`config.mk`:
```
export PLATFORM = sky130hd
export DESIGN_NAME = qu_decode_stage
export DESIGN_NICKNAME = d
export VERILOG_FILES = /design/src/rtl/qu_decode_stage.sv
export SDC_FILE = /design/constraint.sdc
export NUM_CORES = 1
export LEC_CHECK = 0
export ABC_AREA = 1
export CAP_MARGIN = 40
export CORE_MARGIN = 3
export CORE_UTILIZATION = 34
export CTS_BUF_LIST = sky130_fd_sc_hd__clkbuf_8 sky130_fd_sc_hd__clkbuf_16
export DETAILED_ROUTE_END_ITERATION = 10
export PLACE_DENSITY = 0.68
export SLEW_MARGIN = 20
export SYNTH_ARGS = -nofsm -noshare
export SYNTH_HDL_FRONTEND = slang
export SYNTH_SLANG_ARGS = --single-unit
```
`constraint.sdc`:
```
create_clock -name clk -period 1.4 [get_ports clk]
set_clock_uncertainty 0.2 [all_clocks]
set_input_delay 0.21 -clock clk [delete_from_list [all_inputs] [get_ports clk]]
set_output_delay 0.21 -clock clk [all_outputs]
set_load 0.03 [all_outputs]
```
`src/rtl/qu_decode_stage.sv`:
```
// Registered RV32I decode stage: classifies the instruction, extracts register/function
// fields and rebuilds the immediate. Define QU_DECODE_ILLEGAL_CHECK_EN to enable out_illegal.
module qu_decode_stage #(
    parameter int QU_PC_W = 12
) (
    input  logic               clk,
    input  logic               rst_n,
    input  logic               flush,
    input  logic               in_valid,
    output logic               in_ready,
    input  logic [31:0]        in_instr,
    input  logic [QU_PC_W-1:0] in_pc,
    output logic               out_valid,
    input  logic               out_ready,
    output logic [3:0]         out_class,
    output logic [4:0]         out_rd,
    output logic [4:0]         out_rs1,
    output logic [4:0]         out_rs2,
    output logic [2:0]         out_funct3,
    output logic [6:0]         out_funct7,
    output logic [31:0]        out_imm,
    output logic [QU_PC_W-1:0] out_pc,
    output logic               out_illegal
);

    localparam logic [3:0] CLS_R      = 4'd0;
    localparam logic [3:0] CLS_IALU   = 4'd1;
    localparam logic [3:0] CLS_LOAD   = 4'd2;
    localparam logic [3:0] CLS_STORE  = 4'd3;
    localparam logic [3:0] CLS_BRANCH = 4'd4;
    localparam logic [3:0] CLS_JAL    = 4'd5;
    localparam logic [3:0] CLS_JALR   = 4'd6;
    localparam logic [3:0] CLS_LUI    = 4'd7;
    localparam logic [3:0] CLS_AUIPC  = 4'd8;
    localparam logic [3:0] CLS_SYSTEM = 4'd9;
    localparam logic [3:0] CLS_FENCE  = 4'd10;
    localparam logic [3:0] CLS_INV    = 4'd15;

    logic [6:0]  opcode;
    logic [2:0]  f3;
    logic [6:0]  f7;
    logic [3:0]  dec_class;
    logic [31:0] dec_imm;
    logic        load_en;

    assign opcode = in_instr[6:0];
    assign f3     = in_instr[14:12];
    assign f7     = in_instr[31:25];

    // Handshake: a transfer happens on a side when valid && ready are both high at
    // the rising edge; out_* stay stable while out_valid && !out_ready.
    assign in_ready = !out_valid || out_ready;
    assign load_en  = in_valid && in_ready && !flush;

    always_comb begin
        dec_class = CLS_INV;
        dec_imm   = 32'd0;
        case (opcode)
            7'b0110011: dec_class = CLS_R;
            7'b0010011: begin
                dec_class = CLS_IALU;
                dec_imm   = {{20{in_instr[31]}}, in_instr[31:20]};
            end
            7'b0000011: begin
                dec_class = CLS_LOAD;
                dec_imm   = {{20{in_instr[31]}}, in_instr[31:20]};
            end
            7'b0100011: begin
                dec_class = CLS_STORE;
                dec_imm   = {{20{in_instr[31]}}, in_instr[31:25], in_instr[11:7]};
            end
            7'b1100011: begin
                dec_class = CLS_BRANCH;
                dec_imm   = {{20{in_instr[31]}}, in_instr[7], in_instr[30:25],
                             in_instr[11:8], 1'b0};
            end
            7'b1101111: begin
                dec_class = CLS_JAL;
                dec_imm   = {{12{in_instr[31]}}, in_instr[19:12], in_instr[20],
                             in_instr[30:21], 1'b0};
            end
            7'b1100111: begin
                dec_class = CLS_JALR;
                dec_imm   = {{20{in_instr[31]}}, in_instr[31:20]};
            end
            7'b0110111: begin
                dec_class = CLS_LUI;
                dec_imm   = {in_instr[31:12], 12'd0};
            end
            7'b0010111: begin
                dec_class = CLS_AUIPC;
                dec_imm   = {in_instr[31:12], 12'd0};
            end
            7'b1110011: begin
                dec_class = CLS_SYSTEM;
                dec_imm   = {20'd0, in_instr[31:20]};
            end
            7'b0001111: dec_class = CLS_FENCE;
            default:    dec_class = CLS_INV;
        endcase
    end

    always_ff @(posedge clk or negedge rst_n) begin
        if (!rst_n) begin
            out_valid  <= 1'b0;
            out_class  <= CLS_INV;
            out_rd     <= 5'd0;
            out_rs1    <= 5'd0;
            out_rs2    <= 5'd0;
            out_funct3 <= 3'd0;
            out_funct7 <= 7'd0;
            out_imm    <= 32'd0;
            out_pc     <= '0;
        end else if (flush) begin
            out_valid <= 1'b0;
        end else if (load_en) begin
            out_valid  <= 1'b1;
            out_class  <= dec_class;
            out_rd     <= in_instr[11:7];
            out_rs1    <= in_instr[19:15];
            out_rs2    <= in_instr[24:20];
            out_funct3 <= f3;
            out_funct7 <= f7;
            out_imm    <= dec_imm;
            out_pc     <= in_pc;
        end else if (out_ready) begin
            out_valid <= 1'b0;
        end
    end

`ifdef QU_DECODE_ILLEGAL_CHECK_EN
    logic dec_illegal;

    always_comb begin
        dec_illegal = 1'b0;
        case (dec_class)
            CLS_R: dec_illegal = !((f7 == 7'b0000000) ||
                                   (f7 == 7'b0100000 && (f3 == 3'b000 || f3 == 3'b101)));
            CLS_IALU: begin
                if (f3 == 3'b001)
                    dec_illegal = (f7 != 7'b0000000);
                else if (f3 == 3'b101)
                    dec_illegal = (f7 != 7'b0000000) && (f7 != 7'b0100000);
            end
            CLS_LOAD:   dec_illegal = (f3 == 3'b011) || (f3 == 3'b110) || (f3 == 3'b111);
            CLS_STORE:  dec_illegal = (f3 > 3'b010);
            CLS_BRANCH: dec_illegal = (f3 == 3'b010) || (f3 == 3'b011);
            CLS_JALR:   dec_illegal = (f3 != 3'b000);
            // Only ECALL (imm 0) and EBREAK (imm 1) are valid with funct3 000.
            CLS_SYSTEM: dec_illegal = (f3 == 3'b100) ||
                                      (f3 == 3'b000 && in_instr[31:20] > 12'd1);
            CLS_INV:    dec_illegal = 1'b1;
            default:    dec_illegal = 1'b0;
        endcase
    end

    always_ff @(posedge clk or negedge rst_n) begin
        if (!rst_n)
            out_illegal <= 1'b0;
        else if (load_en)
            out_illegal <= dec_illegal;
    end
`else
    assign out_illegal = 1'b0;
`endif

endmodule

```
* After elaboration in Yosys (flattened, before gate mapping)
Index checks and enable logic that the tools add are counted.
** Word-level totals
- Bits in registers :: 74
- Output and inout bits :: 76
- Word-level logic and storage cells :: 35
- Bits of input ports :: 49
** Operators by class
- Muxes and demuxes :: 5
- Equality and inequality tests :: 11
- Reductions and logical operators :: 9
- Bitwise operators :: 1
** Operators with widths (count)
- 32-bit case mux with 6 select lines :: 1
- 4-bit case mux with 11 select lines :: 1
- 7-bit equality test, second input constant :: 4
- 7-bit by 6-bit equality test with 1-bit output, second input constant :: 3
- 7-bit by 5-bit equality test with 1-bit output, second input constant :: 2
- 7-bit by 2-bit equality test with 1-bit output, second input constant :: 1
- 7-bit by 4-bit equality test with 1-bit output, second input constant :: 1
- 1-bit two-way mux :: 3
- 3-bit nonzero test :: 1
- 3-bit OR reduction :: 1
- 1-bit logical AND :: 2
- 1-bit zero test :: 2
- 2-bit AND reduction :: 1
- 2-bit OR reduction :: 1
- 1-bit logical OR :: 1
- 1-bit NOT :: 1

* Depth between registers and ports, before layout
- Word-level depth :: 6
- Gate-level depth with buffers :: 10
- Gate-level depth less buffers :: 10

* Least setup slack after synthesis
Ideal clock, no wire load.
- Path kind :: register -> register
- Start :: register out_valid
- End :: register out_funct3[0]
- Setup time :: 0.065 ns
- Cell stages (with the launch flop) :: 8
- Slack :: -0.197 ns
- Data arrival time :: 1.332 ns
- Path through :: dfrtp_1 inv_1 nor2_1 nor3_2 buf_2 buf_2 nand2_1 nand2_1
** Between the ends
- Cells in the longest elaborated chain, start to end :: 5
** Ends and longest elaborated chain
- start, declared :: RTL line 13 : output logic out_valid,
- start signal, assigned :: RTL line 105 : out_valid <= 1'b0;
- start signal, assigned :: RTL line 115 : out_valid <= 1'b0;
- start signal, assigned :: RTL line 117 : out_valid <= 1'b1;
- 1-bit zero test :: RTL line 52 : assign in_ready = !out_valid || out_ready;
- 1-bit logical OR :: RTL line 52
- 1-bit logical AND (2 in series) :: RTL line 53 : assign load_en = in_valid && in_ready && !flush;
- 2-bit AND reduction (no source line)
- end signal, assigned :: RTL line 110 : out_funct3 <= 3'd0;
- end signal, assigned :: RTL line 122 : out_funct3 <= f3;
- end, declared :: RTL line 19 : output logic [2:0] out_funct3,
No other way between the ends.
A chain may end at the register's enable or synchronous reset.

* Worst setup path after layout
- Start :: register out_valid
- End :: register out_imm[18]
** Between the ends
- Cells in the longest elaborated chain, start to end :: 5
** Ends and longest elaborated chain
- 1-bit zero test :: RTL line 52
- 1-bit logical OR :: RTL line 52
- 1-bit logical AND (2 in series) :: RTL line 53
- 2-bit AND reduction (no source line)
- end signal, assigned :: RTL line 124 : out_imm <= dec_imm;
- end, declared :: RTL line 21 : output logic [31:0] out_imm,
No other way between the ends.

==> flow_summary.ini <==
[outcome]
status = finished with violations
violations = negative setup slack

[critical_path]
required_ns = 1.48
cpPeakStageDelay_ns = 0.41
cp_common_cell = nand2_1
criticalPathCategory = reg2reg
path_cells = inv_2, nor2_4, nor3_4, buf_6, buf_12, clkbuf_16, nand2_1, nand2_1
worstPathArrival_ns = 1.59
cp_max_fo = 8
slowest_stage = dfrtp_2
start_kind = register
endpoint_kind = register

[sta]
holdWs_ns = 0.09319
setup_viol = 79
fmax_mhz = 660.7
fin_ws_ns = -0.1135
period_needed_ns = 1.514
fin_setup_tns_ns = -5.792
post-route-period-util_pct = 108.1
report.final.slew_viol_count = 0
rsz0062_at_grt = true
hold_viol_final = 0

[die]
die_h_um = 105.0
die_w_um = 105.0
start_util_pct = 35.58
die_area_sq_mm = 0.01103
core_sq_mm = 0.009371
ios = 125
rows = 35

[logic_synthesis]
yosysMostFrequentCell = nand2_1
synthTopCellsByArea = dfrtp_1 (53%), nand2_1 (30%), dfstp_2 (3.2%), nor2_1 (2.8%), nand3_1 (2.1%)
synth_nets = 488
yosysSeqAreaShare_pct = 55.68
syn_avg_cell_area_sq_um = 7.596
async_reset_ff_share_pct = 100.0
syn_area_sq_mm = 0.003334
synth_seq_cells = 74
synth_top_area_share_pct = 52.53
yosysUniqueCellTypes = 21
ys.flop_type = dfrtp_1
synth_common_cells = nand2_1 (266), dfrtp_1 (70), nor2_1 (25)
synth_cells = 439
synth_edf_count = 0
yosysWarnings = 0
synth_top_cell_by_area = dfrtp_1

[place]
place_congestion = 0.8703
port_buffers = 123
placed_area_sq_mm = 0.004855
hpwlAfterDp_mm = 7.128
pre_cts_slack_ns = -0.6211
dpl.cell_count = 712

[hold_path]
hp-class = in2async

[pwr]
power_density_mw_per_mm2 = 1008
totalPowerFinal_mw = 5.827
p_leak_nw = 3.155
ir_drop_uv = 661.3

[finish]
fin_nets = 668
areaGrowthSynthToFinish_pct = 73.32
antenna_cells = 0
fillCellCount = 847
stdcell_area_sq_mm = 0.005779
utilization_pct = 61.67
layoutNonFillerInstCount = 753
layout-drive-gt1-share_pct = 37.98

[global_routing]
track_usage_pct = 19.10
grt_max_degree = 32
gr-usage-met1_pct = 23.95
grt_pass1_vias = 3509
grt_overflow = 0
grt_antenna_before_repair = 0
grt_first_pass_wirelength_mm = 17.02
top_usage_layer = met2
use_met2_pct = 33.13
grtUsageMet3_pct = 4.632

[clock_network]
clock_sinks = 74
htree_levels = 3
cts_tree = yes
cts.clk_slew.worst_paths_ns = 0.08
root_buffer = clkbuf_8
clk-insertion-delay-late_ns = 0.33
numCtsBuffers = 9
cts_max_path_buffers = 2

[detailed_routing]
drt-initial-drc-count = 134
vias_per_cell = 4.578
ant_nets = 0
drcViolationCount = 0
routed_wl_mm = 11.06
dr_total_vias = 3447
wire_per_inst_um = 14.68
first_pass_iters = 4

[job]
max-cap-violations = 0
## area by class of cell
class	instances	area, sq um	share of cell area [%]
multi-input combinational	332	1584	27.41
sequential	74	1858	32.15
clock inverter	6	63.81	1.104
clock buffer	10	137.6	2.381
tap	129	161.4	2.793
inverter	15	63.81	1.104
timing repair buffer	187	1911	33.06
## critical path, delay by kind of cell (launching register included)
kind,cells,cell delay [ns]
buffers and inverters,4,0.51
flip-flops,1,0.41
AND/OR/NAND/NOR,4,0.33
## state kept, by name, summed over array words and instances, names as in the netlist
register and flops:
out_rs1 5, out_imm 32, out_rd 5, out_rs2 5, out_funct7 7, out_class 4, out_pc 12, out_valid 1
out_funct3 3
## routing by layer
| layer | vias up | share of wire, % |
|---|---|---|
| li1 | 1706 | - |
| met3 | 13 | 5.1 |
| met1 | 1626 | 44 |
| met5 | - | 0 |
| met4 | 0 | 1.4 |
| met2 | 102 | 50 |
## kinds of logic (layout without fill, tap and decap cells)
| family | count (synthesis) | in the layout | share of synthesized area, % |
|---|---|---|---|
| AO/OA/AOI/OAI | 19 | 19 | 3.077 |
| buffers and inverters | 33 | 218 | 4.615 |
| flip-flops | 74 | 74 | 55.68 |
| other | 1 | 1 | 0.1125 |
| AND/OR/NAND/NOR | 312 | 312 | 36.51 |
## final timing paths
kind	start	depth (start not counted)	to	slack, ns
worst max-delay path	out_valid$_DFFE_PN0P_	8	out_imm[18]$_DFFE_PN0P_	-0.11
worst min-delay path	rst_n	2	out_imm[7]$_DFFE_PN0P_	0.09
worst max register to register	out_valid$_DFFE_PN0P_	8	out_imm[18]$_DFFE_PN0P_	-0.11
worst min register to register	out_funct7[2]$_DFFE_PN0P_	2	out_funct7[2]$_DFFE_PN0P_	0.28
max in group asynchronous	rst_n	3	out_imm[0]$_DFFE_PN0P_	0.45
min in group clk	in_pc[3]	3	out_pc[3]$_DFFE_PN0P_	0.21
## power breakdown
group / total (mW) / internal [mW] / switching (mW)
combinational: 1.65 / 0.719 / 0.933
clock: 1.71 / 0.873 / 0.837
sequential: 2.46 / 2.34 / 0.121
## layout by cell type, fill, tap and decap left out, types with 8 or more instances in the layout
cell type	Yosys	routed
buf_4	2	101
nand3_1	14	11
dfrtp_1	70	69
nand2_1	266	227
clkbuf_8	0	10
inv_1	10	8
buf_12	0	14
nor2_1	25	12
nor2_4	0	8
clkdlybuf4s50_1	0	40
buf_6	2	13
nand2_2	1	36
## repair_timing
item | 4_1_cts | 5_1_grt
gates resized for setup | 59 | 62
pin swaps | 16 | 27
hold buffers | 1 | 0
endpoints found under the setup margin | 78 | 78
setup buffers | 11 | 5
endpoints found under the hold margin | 74 | 0
cloned | 3 | 7
Power figures use the tool's default switching activity.
